[config.mk]
export PLATFORM = sky130hd
export DESIGN_NAME = fb_scanout_reader_flat
export DESIGN_NICKNAME = d
export VERILOG_FILES = /design/src/rtl/fb_scanout_reader_if.sv /design/src/rtl/fb_scanout_reader.sv /design/src/flat_wrapper.sv
export SDC_FILE = /design/constraint.sdc
export NUM_CORES = 1
export LEC_CHECK = 0
export CAP_MARGIN = 20
export CORE_ASPECT_RATIO = 1.1
export CORE_MARGIN = 1
export CORE_UTILIZATION = 35
export CTS_BUF_LIST = sky130_fd_sc_hd__clkbuf_16
export DETAILED_ROUTE_END_ITERATION = 10
export MAX_ROUTING_LAYER = met4
export PLACE_DENSITY = 0.62
export SETUP_SLACK_MARGIN = 0.3
export SYNTH_ARGS = -nofsm -noshare
export SYNTH_HDL_FRONTEND = slang
export SYNTH_SLANG_ARGS = --single-unit
[constraint.sdc]
create_clock -name clk -period 5.21 [get_ports clk]
set_input_delay 1.3025 -clock clk [delete_from_list [all_inputs] [get_ports clk]]
set_output_delay 1.3025 -clock clk [all_outputs]
set_load 0.02 [all_outputs]
[src/rtl/fb_scanout_reader_if.sv]
// Framebuffer access bundle: read port for scanout and clear-write port on the RAM's second port.
interface fb_scanout_reader_if #(
    parameter int unsigned ADDR_WIDTH = 19
);
    logic                  rd_en;
    logic [ADDR_WIDTH-1:0] rd_addr;
    logic                  rd_data;
    logic                  wr_valid;
    logic [ADDR_WIDTH-1:0] wr_addr;
    logic                  wr_data;

    modport master (
        output rd_en, rd_addr, wr_valid, wr_addr, wr_data,
        input  rd_data
    );

    modport slave (
        input  rd_en, rd_addr, wr_valid, wr_addr, wr_data,
        output rd_data
    );
endinterface

[src/rtl/fb_scanout_reader.sv]
// Scans a 1-bpp framebuffer out in raster order with VGA timing, latency-aligned outputs
// and optional clear-after-read.
module fb_scanout_reader #(
    parameter int unsigned SCREEN_WIDTH  = 640,
    parameter int unsigned SCREEN_HEIGHT = 480,
    parameter int unsigned H_FRONT       = 16,
    parameter int unsigned H_SYNC        = 96,
    parameter int unsigned H_BACK        = 48,
    parameter int unsigned V_FRONT       = 10,
    parameter int unsigned V_SYNC        = 2,
    parameter int unsigned V_BACK        = 33,
    parameter int unsigned ADDR_WIDTH    = $clog2(SCREEN_WIDTH * SCREEN_HEIGHT),
    parameter int unsigned READ_LATENCY  = 1
) (
    input  logic                clk,
    input  logic                reset,
    input  logic                pix_en,
    input  logic                clear_en,
    fb_scanout_reader_if.master fb,
    output logic                pixel,
    output logic                hsync,
    output logic                vsync,
    output logic                active,
    output logic                frame_done
);
    localparam int unsigned H_TOTAL = SCREEN_WIDTH + H_FRONT + H_SYNC + H_BACK;
    localparam int unsigned V_TOTAL = SCREEN_HEIGHT + V_FRONT + V_SYNC + V_BACK;
    localparam int unsigned HW      = $clog2(H_TOTAL);
    localparam int unsigned VW      = $clog2(V_TOTAL);

    // Compare limits are one bit wider so a sync end equal to the total cannot wrap.
    localparam logic [HW:0]   H_VIS      = (HW+1)'(SCREEN_WIDTH);
    localparam logic [HW:0]   HS_START   = (HW+1)'(SCREEN_WIDTH + H_FRONT);
    localparam logic [HW:0]   HS_END     = (HW+1)'(SCREEN_WIDTH + H_FRONT + H_SYNC);
    localparam logic [VW:0]   V_VIS      = (VW+1)'(SCREEN_HEIGHT);
    localparam logic [VW:0]   VS_START   = (VW+1)'(SCREEN_HEIGHT + V_FRONT);
    localparam logic [VW:0]   VS_END     = (VW+1)'(SCREEN_HEIGHT + V_FRONT + V_SYNC);
    localparam logic [HW-1:0] H_LAST     = HW'(H_TOTAL - 1);
    localparam logic [VW-1:0] V_LAST     = VW'(V_TOTAL - 1);
    localparam logic [VW-1:0] V_VIS_LAST = VW'(SCREEN_HEIGHT - 1);

    typedef struct packed {
        logic                  tick;
        logic                  vis;
        logic                  hs;
        logic                  vs;
        logic                  clr;
        logic [ADDR_WIDTH-1:0] addr;
    } sb_t;

    logic [HW-1:0]         h_cnt;
    logic [VW-1:0]         v_cnt;
    logic [ADDR_WIDTH-1:0] addr_cnt;
    logic                  clr_frame;

    logic [HW:0] h_ext;
    logic [VW:0] v_ext;
    logic        vis_now;
    logic        hs_now;
    logic        vs_now;
    logic        frame_start;
    logic        h_wrap;
    logic        v_wrap;
    logic        clr_now;
    sb_t         sb_in;
    sb_t         sb [0:READ_LATENCY];
    sb_t         sb_out;

    always_comb begin
        h_ext       = {1'b0, h_cnt};
        v_ext       = {1'b0, v_cnt};
        vis_now     = (h_ext < H_VIS) && (v_ext < V_VIS);
        hs_now      = !((h_ext >= HS_START) && (h_ext < HS_END));
        vs_now      = !((v_ext >= VS_START) && (v_ext < VS_END));
        frame_start = (h_cnt == '0) && (v_cnt == '0);
        h_wrap      = (h_cnt == H_LAST);
        v_wrap      = (v_cnt == V_LAST);
        // The first read of a frame must already see the freshly latched clear request.
        clr_now     = frame_start ? clear_en : clr_frame;

        sb_in.tick  = pix_en;
        sb_in.vis   = vis_now;
        sb_in.hs    = hs_now;
        sb_in.vs    = vs_now;
        sb_in.clr   = clr_now;
        sb_in.addr  = addr_cnt;

        sb_out      = sb[READ_LATENCY];
    end

    always_ff @(posedge clk) begin
        if (reset) begin
            h_cnt     <= '0;
            v_cnt     <= '0;
            addr_cnt  <= '0;
            clr_frame <= 1'b0;
        end else if (pix_en) begin
            if (frame_start) clr_frame <= clear_en;
            if (h_wrap) begin
                h_cnt <= '0;
                v_cnt <= v_wrap ? '0 : v_cnt + VW'(1);
            end else begin
                h_cnt <= h_cnt + HW'(1);
            end
            if (h_wrap && v_wrap) addr_cnt <= '0;
            else if (vis_now)     addr_cnt <= addr_cnt + ADDR_WIDTH'(1);
        end
    end

    always_ff @(posedge clk) begin
        if (reset) begin
            fb.rd_en   <= 1'b0;
            fb.rd_addr <= '0;
            frame_done <= 1'b0;
        end else begin
            fb.rd_en   <= pix_en && vis_now;
            frame_done <= pix_en && h_wrap && (v_cnt == V_VIS_LAST);
            if (pix_en && vis_now)              fb.rd_addr <= addr_cnt;
            else if (pix_en && h_wrap && v_wrap) fb.rd_addr <= '0;
        end
    end

    // Sideband delay line: the last stage lines up with rd_data for the read issued at load time.
    always_ff @(posedge clk) begin
        if (reset) begin
            for (int unsigned i = 0; i <= READ_LATENCY; i++) sb[i] <= '0;
        end else begin
            sb[0] <= sb_in;
            for (int unsigned i = 1; i <= READ_LATENCY; i++) sb[i] <= sb[i-1];
        end
    end

    always_ff @(posedge clk) begin
        if (reset) begin
            pixel  <= 1'b0;
            active <= 1'b0;
            hsync  <= 1'b1;
            vsync  <= 1'b1;
        end else if (sb_out.tick) begin
            pixel  <= sb_out.vis & fb.rd_data;
            active <= sb_out.vis;
            hsync  <= sb_out.hs;
            vsync  <= sb_out.vs;
        end
    end

    // Clear write retires on the same edge that captures the read data for that address.
    always_comb begin
        fb.wr_valid = sb_out.tick & sb_out.vis & sb_out.clr;
        fb.wr_addr  = sb_out.addr;
        fb.wr_data  = 1'b0;
    end
endmodule

[src/flat_wrapper.sv]
// flat-port wrapper written by rule: the top's interface ports become plain ports
module fb_scanout_reader_flat 
#(
    parameter int unsigned SCREEN_WIDTH  = 640,
    parameter int unsigned SCREEN_HEIGHT = 480,
    parameter int unsigned H_FRONT       = 16,
    parameter int unsigned H_SYNC        = 96,
    parameter int unsigned H_BACK        = 48,
    parameter int unsigned V_FRONT       = 10,
    parameter int unsigned V_SYNC        = 2,
    parameter int unsigned V_BACK        = 33,
    parameter int unsigned ADDR_WIDTH    = $clog2(SCREEN_WIDTH * SCREEN_HEIGHT),
    parameter int unsigned READ_LATENCY  = 1
)
  (clk, reset, pix_en, clear_en, pixel, hsync, vsync, active, frame_done, fb_rd_en, fb_rd_addr, fb_wr_valid, fb_wr_addr, fb_wr_data, fb_rd_data);
  fb_scanout_reader_if #(.ADDR_WIDTH(ADDR_WIDTH)) fb_i ();
  input  logic clk;
  input  logic reset;
  input  logic pix_en;
  input  logic clear_en;
  output logic pixel;
  output logic hsync;
  output logic vsync;
  output logic active;
  output logic frame_done;
  output wire logic [$bits(fb_i.rd_en)-1:0] fb_rd_en;
  output wire logic [$bits(fb_i.rd_addr)-1:0] fb_rd_addr;
  output wire logic [$bits(fb_i.wr_valid)-1:0] fb_wr_valid;
  output wire logic [$bits(fb_i.wr_addr)-1:0] fb_wr_addr;
  output wire logic [$bits(fb_i.wr_data)-1:0] fb_wr_data;
  input wire logic [$bits(fb_i.rd_data)-1:0] fb_rd_data;
  assign fb_rd_en = fb_i.rd_en;
  assign fb_rd_addr = fb_i.rd_addr;
  assign fb_wr_valid = fb_i.wr_valid;
  assign fb_wr_addr = fb_i.wr_addr;
  assign fb_wr_data = fb_i.wr_data;
  assign fb_i.rd_data = fb_rd_data;
  fb_scanout_reader #(.SCREEN_WIDTH(SCREEN_WIDTH), .SCREEN_HEIGHT(SCREEN_HEIGHT), .H_FRONT(H_FRONT), .H_SYNC(H_SYNC), .H_BACK(H_BACK), .V_FRONT(V_FRONT), .V_SYNC(V_SYNC), .V_BACK(V_BACK), .ADDR_WIDTH(ADDR_WIDTH), .READ_LATENCY(READ_LATENCY)) u_core (.clk(clk), .reset(reset), .pix_en(pix_en), .clear_en(clear_en), .fb(fb_i), .pixel(pixel), .hsync(hsync), .vsync(vsync), .active(active), .frame_done(frame_done));
endmodule
Yosys cells after proc, flatten, opt, wreduce, memory -nomap -nowiden
Memories as Yosys holds them, arrays and structs flattened. Index checks and enable logic that the tools add are counted. W data, S select, Z words.

Register bits: 65. Bits in writable memories: 48. Input bits: 5. Output and inout bits: 46. Word-level logic and storage cells: 58. Memories kept: 1.

Add/sub/neg operators: 3. Magnitude comparators: 6. Eq/ne operators: 3. Muxes and demuxes: 12. Bitwise operators: 5. Reductions and logical operators: 17.

Memory list: u_core.sb (words 2, bits a word 24, read ports 2, clocked after memory_dff 0, wr ports 2, RTL line fb_scanout_reader.sv:66) `sb_t sb [0:READ_LATENCY];`.

Operators by type and width (count): $mux W19 (4); $mux W24 (2); $add A10 B1 Y10 const B (2); $eq A10 B10 Y1 const B (2); $logic_not A10 Y1 (2); $lt A10 B10 Y1 const B (2); $lt A10 B9 Y1 const B (2); $mux W10 (2); $add A19 B1 Y19 const B (1); $eq A10 B9 Y1 const B (1); $ge A10 B10 Y1 const B (1); $ge A10 B9 Y1 const B (1); $logic_and A1 B1 Y1 (9); $mux W1 (4); $reduce_and A2 Y1 (2); $reduce_bool A2 Y1 (2); $and A1 B1 Y1 (3); $logic_not A1 Y1 (2); $or A1 B1 Y1 (2).

Longest topological paths before layout
Gate-level depths: netlist of the first run.

Depth in word-level cells: 5. Mapped depth: 9. Mapped depth without buffers: 7.

Least setup slack after synthesis of the first run
No wires, ideal clock.

Kind: input to register. From: input pix_en. To: register u_core.addr_cnt[6]. Setup time: 0.103 ns. Arrival: 2.752 ns. Data required time: 5.107 ns. Path slack: 2.355 ns. Stages on the path: 6. Path buffers: 1. Cells stage by stage: clkbuf_1 > nand2_1 > nor3_1 > a21o_2 > a21oi_1 > a2111oi_2.

Longest elaborated chain between the ends: 1.

Ends and longest elaborated chain: start: declaration (RTL line flat_wrapper.sv:19) `input logic pix_en;`; $reduce_and A2 Y1 (no line); end signal: assignment (RTL line fb_scanout_reader.sv:106) `else if (vis_now) addr_cnt <= addr_cnt + ADDR_WIDTH'(1);`; end: declaration (RTL line fb_scanout_reader.sv:53) `logic [ADDR_WIDTH-1:0] addr_cnt;`.

Every way passes these cells. A chain may end at the register's enable or synchronous reset.

Final worst setup path of the first run
From: input pix_en. To: register u_core.fb.rd_addr[1].

Longest elaborated chain between the ends: 3. Elaborated cells between the ends (all ways): 5. Classes of those cells: mux: 1; reduce/logical: 4.

Ends and longest elaborated chain: $logic_and A1 B1 Y1 (2 in series) (RTL line fb_scanout_reader.sv:119) `else if (pix_en && h_wrap && v_wrap) fb.rd_addr <= '0;`; $reduce_bool A2 Y1 (no line); end signal: assignment (RTL line fb_scanout_reader.sv:118) `if (pix_en && vis_now) fb.rd_addr <= addr_cnt;`; end: declaration (RTL line fb_scanout_reader_if.sv:13) `output rd_en, rd_addr, wr_valid, wr_addr, wr_data,`.

Several ways; a longest one is shown, not always the timed one.

==> impl_results.md, run 1 <==
* Outcome: finished, final reports clean
* Endpoints failing hold at 0
* Via total after detailed routing at between 3000 and 4000
* Min Tclk post-route at 3.38 ns
* Count of boundary I/O pins at 51
* Crit Path Category: in -> reg
* Number of synthesized register bits at 113
* Filler-free cell count of the finished design at ~630
* Nets at 480
* Clk pin slew, worst setup/hold paths at 0.05 ns
* TritonCTS clock tree: done
* Number of port buffers at 49
* Post-Syn Nets at 450
* Total congestion overflow after global routing at 0
* Placed instance count at 600
* Startpoint kind of the worst setup timing path: primary input
* Final Slew Violations at 0
* FF-to-FF setup slack at about 2.7 ns
* Latest clock arrival within the worst-skew pair at 0.40 ns
* Share of the synthesized area in the top cell type at a little over half
* CP Capture Point: u_core.fb.rd_addr[1]
* Average routed wire per standard cell at 13.2 um
* Worst Setup End Kind: register
* Number of maximum-capacitance constraint violations at 0
* Die boundary height at 117 um
* Final setup fails at 0
* Synth warn at 0
* Post-route DRC at 0
* Arrival @ worst endpoint at about 3.6 ns
* Synth cell types at 46
* Mapped cell area at 4230 um^2
* Total leakage power at 1.95 nW
* GRT Resource Usage Total at 14.7%
* CTS resizes at 0
* Via count of the first global-routing pass at around 2700
* Final weighted congestion in routability-driven placement at between 0.8 and 0.9
* RSZ-0062 raised after global routing: false
* First-pass iteration count of the detailed router at 5
* Worst-margin pin slew at 0.779 ns
* Vias per cell at 4.77
* ANT cells at 0
* H-tree levels at 4
* Starting DRC count in detailed routing at 219
* Reg-to-reg endpoint: u_core.fb.rd_addr[1]
* Worst setup path startpoint: pix_en
* Ratio of total power to cell area at 391 nW/um^2
* Wire length of the first global-routing pass at between 10000 and 15000 um
* Half-perimeter wire length after placement at about 5700 um
* Share of post-route cells with drive strength above 1 at 9.11%
* Die footprint at 12500 um^2
* Post-synthesis area per instance at approximately 9.6 um^2
* Initial Utilization at 36.4%
* Number of antenna violations at the first check in global routing at 0
* Total Neg Setup Slack at 0 ns
* CP max FO at 19
* Post-CTS Repair Setup Buffers at 0
* Layout-stage area growth over the synthesis result at 24.9%
* Number of CTS-inserted buffers at 17
* DIE WIDTH at between 100 and 150 um
* Leading post-synthesis cells by cell area: dfxtp_1 53%, nor2b_1 6.4%, nor2_1 3.9%, buf_4 3.7%, xor2_1 3.5%
* Worst-case clock skew at 0.00599 ns
* Final period utilization at around 65%
* Number of cells produced by synthesis at 440
* Type of the tightest min-delay check: reg -> reg
* Count of flip-flops with a built-in enable after synthesis at 0
* WL final at 8370 um
* Top flip-flop cell by instance count after synthesis: dfxtp_1
* CTS sink count at 113
* Seq/Total Area, Yosys at a little over half
* Row Count at 41
* Cell accounting for the most synthesized area: dfxtp_1
* IR drop worst, VDD at 0.000184 V
* Start of the worst register-to-register path: u_core.v_cnt[5]
* Placeable core region at around 12000 um^2
* Root buffer selected by CTS: clkbuf_16
* Max-slew headroom at the worst pin at 47.6%
* Post-CTS Hold Buffers at 0
* Highest attainable clock frequency at 296 MHz
* Worst-case clock buffer depth at 2
* Data required time at the worst endpoint at 5.47 ns
* Share of synthesized registers carrying an async set or reset at 0%
* Largest net degree at the start of global routing at 64
* R2R depth at 5
* Antenna violation net count after detailed routing at 0
-- state kept, by name (all words and copies together), names as in the netlist, 10 cells and up --
register / flops
u_core.fb.rd_addr: 19
u_core.h_cnt: 10
u_core.v_cnt: 10
u_core.addr_cnt: 19
u_core.sb: 48
-- stage by stage --
stage / utilization [%] / power, mW / hold WS [ns] / instance area [um^2] / setup slack [ns]
2_1_floorplan: - / 0.947 / 0.414 / 4230 / 2.35
3_3_place_gp: 40.2 / 0.964 / 0.422 / 4690 / 1.45
3_5_place_dp: 40.2 / 0.966 / 0.423 / 4690 / 1.32
4_1_cts: 45.3 / 2.09 / 0.436 / 5280 / 1.77
5_1_grt: 45.4 / 2.15 / 0.449 / 5290 / 1.55
6_report: 45.4 / 2.07 / 0.431 / 5290 / 1.83
-- metal layers --
layer,vias to the layer above,part of all wire (%),global-route usage (%)
met5,-,0,-
met4,0,1.4,5.39
met3,9,5.2,5.39
met2,92,46,21.2
met1,1373,47,18.7
li1,1544,-,-
-- area by class of cell --
cell class	instances	area (um^2)
fillers	1129	6360
flip-flops and latches	113	2260
multi-input cells	277	1710
repair buffers	51	504
clock buffers	17	425
well taps	150	188
clock inverters	15	163
inverters	10	37.5
-- worst max-delay path: stages --
cell and delay (ns):
clkdlybuf4s50_1 0.74, nand2_1 0.18, nor3_1 0.49, nand2_1 0.18, nand2b_1 0.57, o21ai_0 0.18
-- cell usage after synthesis, types with 2 or more instances --
library cell and n:
buf_4 21, buf_2 3, and3_1 6, or2_2 2, and4_1 3, a211o_1 2, nand2_1 31, nor3_1 4
nand2b_1 5, dfxtp_1 113, a21oi_1 16, mux2i_1 3, inv_1 9, a22o_1 15, nand4_1 13, xnor2_1 5
clkbuf_1 13, buf_1 3, nor4_1 4, a22oi_1 2, nor2b_1 43, nor2_1 44, a41oi_1 3, or3_1 6
and4b_1 2, xor2_1 17, a31oi_1 4, nand3_1 15, o21ai_0 12, ha_1 5
-- logic make-up (layout without fill, tap and decap cells) --
logic type	count (synthesis)	in the layout	share of synthesized area, %
AND/OR/NAND/NOR	184	184	23.2
XOR/XNOR	22	22	4.55
other	1	1	0.0886
adder cells (fa/ha/maj)	5	5	1.48
AO/OA/AOI/OAI	62	62	10.1
flip-flops	113	113	53.4
buffers and inverters	50	93	6.38
multiplexers	3	3	0.709
-- layout by cell type (no fill, tap or decap), drive strengths merged, types with 4 or more instances in the layout --
| master | Yosys | layout |
|---|---|---|
| xnor2 | 5 | 5 |
| o21ai | 12 | 12 |
| a22o | 15 | 15 |
| nor4 | 5 | 5 |
| clkbuf | 13 | 17 |
| nand2b | 5 | 5 |
| inv | 9 | 11 |
| ha | 5 | 5 |
| nand3 | 15 | 15 |
| clkdlybuf4s50 | 0 | 48 |
| a21oi | 17 | 17 |
| nand2 | 31 | 31 |
| clkinv | 1 | 9 |
| or3 | 6 | 6 |
| nor2b | 43 | 43 |
| a31oi | 4 | 4 |
| nand4 | 13 | 13 |
| dfxtp | 113 | 113 |
| and3 | 7 | 7 |
| xor2 | 17 | 17 |
| nor2 | 44 | 44 |
| nor3 | 4 | 4 |
-- how the worst min path moves through the flow --
stage,startpoint,endpoint,slack [ns],depth (start not counted)
final,u_core.sb[0][3],u_core.sb[0][27],0.43,1
after global routing,u_core.sb[0][21],u_core.sb[0][45],0.45,1
after CTS,u_core.sb[0][0],u_core.sb[0][24],0.44,1
after detailed placement,u_core.sb[0][0],u_core.sb[0][24],0.42,1
after global placement,u_core.sb[0][3],u_core.sb[0][27],0.42,1
after floorplan,u_core.sb[0][0],u_core.sb[0][24],0.41,1
-- power breakdown --
| part | internal [mW] | switching [mW] | leakage [nW] |
|---|---|---|---|
| combinational | 0.0236 | 0.0405 | 0.759 |
| clock | 0.707 | 0.411 | 0.277 |
| sequential | 0.877 | 0.00764 | 0.915 |
Note: power is estimated with default switching activity, not from simulation.
==> inputs of run 2 (changes only) <==
- clock period: 5.21 -> 3.5 ns (I/O delays scaled with it)
==> run 2 against run 1 <==
- first-iteration DRC count fell by 20%
- critical path type unchanged
- worst setup slack got worse by 1.1 ns
- sequential cell count unchanged
- total power up 56%
- via count down 1.2%
- design area rose by 1.2%
- register-to-register slack got worse by 1.7 ns
- sequential share of layout area decreased by 0.49 points
- largest power group unchanged
- highest routed layer unchanged
- global-route usage decreased by 0.40 points
- utilization grew 0.53 points
==> impl_results.md, run 2 (synthesis results as in run 1) <==
* Startpoint kind of the worst setup timing path: primary input
* Wire length of the first global-routing pass at between 10000 and 15000 um
* Filler Cell Count at 1112
* Number of antenna violations at the first check in global routing at 0
* Filler-free cell count of the finished design at between 600 and 700
* Fraction of power consumed by combinational cells at 2.9%
* Endpoints failing hold at 0
* Latest clock arrival within the worst-skew pair at about 0.40 ns
* H-tree levels at 4
* Placeable core region at 11600 um^2
* CP max FO at 11
* Most common library cell in the layout ignoring fill and taps: dfxtp_1
* Place WS at 0.360 ns
* Row Count at 41
* Nets at ~480
* RSZ-0062 raised after global routing: false
* Min Tclk post-route at 2.72 ns
* Starting DRC count in detailed routing at approximately 180
* Cell with the biggest individual delay on the critical path: clkdlybuf4s50_1
* Power spent charging and discharging nets at about 0.68 mW
* Die boundary height at 117 um
* Commonest non-fill, non-tap cells in the layout: 113 x dfxtp_1, 48 x clkdlybuf4s50_1, 44 x nor2_1, 43 x nor2b_1, 31 x nand2_1
* PnR worst setup slack at 0.776 ns
* Root buffer selected by CTS: clkbuf_16
* Number of buffers and inverters on the critical path at 3
* DIE WIDTH at between 100 and 150 um
* Biggest registers after layout: u_core.sb (48), u_core.addr_cnt (19), u_core.fb.rd_addr (19)
* Total congestion overflow after global routing at 0
* Die footprint at 12500 um^2
* ANT cells at 0
* Total Neg Setup Slack at 0 ns
* Crit Path Category: in -> reg
* Post-CTS Repair Setup Buffers at 0
* Arrival @ worst endpoint at 3.01 ns
* Cells traversed along the worst timing path: clkdlybuf4s50_1, nand2_1, nor3_1, buf_4, nand2_1, nand2b_1, buf_4, nor2_1
* CTS sink count at 113
* Met1 WL at 4060 um
* Outcome: finished, final reports clean
* WL final at approximately 8200 um
* Vias per cell at 4.69
* Max-slew headroom at the worst pin at roughly a quarter
* Highest attainable clock frequency at 367 MHz
* Uppermost metal layer occupied by signal nets: met4
* Final weighted congestion in routability-driven placement at 0.834
* Worst-case clock buffer depth at 2
* Half-perimeter wire length after placement at 5630 um
* Placed instance count at about 600
* GRT Resource Usage Total at 14.3%
* Share of post-route cells with drive strength above 1 at 9.88%
* Worst hold margin at 0.431 ns
* Worst Setup End Kind: register
* Number of maximum-capacitance constraint violations at 0
* Total leakage power at 1.99 nW
* Via total after detailed routing at between 2000 and 3000
* Switching Fraction at between 20% and 30%
* Met3 wire length at 302 um
* Biggest cell delay along the critical path at 0.71 ns
* Ratio of total power to cell area at 602 nW/um^2
* Post-route DRC at 0
* Antenna violation net count after detailed routing at 0
* Cell family with most CP delay: buffers and inverters
* Layout-stage area growth over the synthesis result at 26.3%
* Final Slew Violations at 0
* Data required time at the worst endpoint at between 3 and 4 ns
* Share of total power in the clock network at 56.2%
* Final setup fails at 0
* Portion of total power attributed to sequential cells at 40.9%
* Cell-internal power at 2.54 mW
* Wire length on met2 at 3760 um
* Average routed wire per standard cell at around 13 um
* TritonCTS clock tree: done
* Number of port buffers at 49
* Largest net degree at the start of global routing at 56
* Largest register FFs at 48
* CTS resizes at 0
* First-pass iteration count of the detailed router at 4
* IR drop worst, VDD at 0.000322 V
* Type of the tightest min-delay check: reg -> reg
* Final period utilization at 77.8%
* Number of CTS-inserted buffers at 17
* Count of boundary I/O pins at 51
* Initial Utilization at 36.4%
* Post-CTS Hold Buffers at 0
* Clk pin slew, worst setup/hold paths at 0.05 ns
* Via count of the first global-routing pass at 2758
* Register bank with the most flops: u_core.sb
* Worst-case clock skew at 0.0105 ns
* Worst-margin pin slew at roughly 1.1 ns
* Total Power Consumption at between 3 and 4 mW
## run 2: changes by cell type in the layout (fill, tap and decap cells not counted)
| cell | previous run | this run |
|---|---|---|
| buf_4 | 1 | 5 |
| buf_6 | 1 | 0 |
| bufinv_16 | 2 | 4 |
| clkinv_1 | 3 | 1 |
| clkinv_2 | 0 | 1 |
| clkinv_4 | 6 | 3 |
| clkinvlp_4 | 3 | 2 |
| inv_1 | 9 | 10 |
| inv_6 | 1 | 4 |
| inv_8 | 1 | 0 |
## run 2: power by group through the flow
stage	Sequential, mW	Clock (mW)	Combinational (mW)
final	1.32	1.81	0.0932
after global routing	1.32	1.90	0.103
after CTS	1.32	1.84	0.0945
after detailed placement	1.34	0	0.0936
after global placement	1.34	0	0.0926
after floorplan	1.35	0	0.0638
## run 2: path summary, 6_finish.rpt
check,startpoint,end,slack (ns),cells after the start
hold reg to reg,u_core.sb[0][19],u_core.sb[0][43],0.43,1
hold / removal,u_core.sb[0][19],u_core.sb[0][43],0.43,1
setup / recovery,pix_en,u_core.v_cnt[6],0.78,8
setup reg to reg,u_core.v_cnt[5],u_core.v_cnt[6],1.06,6
## run 2: stage by stage
| step | area, um^2 | util [%] |
|---|---|---|
| 2_1_floorplan | 4230 | - |
| 3_3_place_gp | 4720 | 40.5 |
| 3_5_place_dp | 4720 | 40.5 |
| 4_1_cts | 5350 | 45.9 |
| 5_1_grt | 5350 | 45.9 |
| 6_report | 5350 | 45.9 |
## run 2: final cells by class
cell class	instances	area [um^2]	share of cell area (%)
flip-flops and latches	113	2260	42.3
multi-input cells	277	1710	31.9
repair buffers	54	523	9.78
clock buffers	17	425	7.96
clock inverters	15	205	3.84
well taps	150	188	3.51
inverters	10	37.5	0.702
## run 2: worst register-to-register path, stage by stage, from the launching register on
cell and delay [ns]:
dfxtp_1 0.38, or4_4 0.56, nor4_4 0.52, nand2_1 0.17
nand2b_1 0.40, buf_4 0.25, nor2_1 0.06
## run 2: layer usage
metal | track usage, % | vias up
met5 | - | -
met4 | 5.14 | 0
met3 | 4.61 | 7
met2 | 21.5 | 60
met1 | 17.8 | 1360
li1 | - | 1555
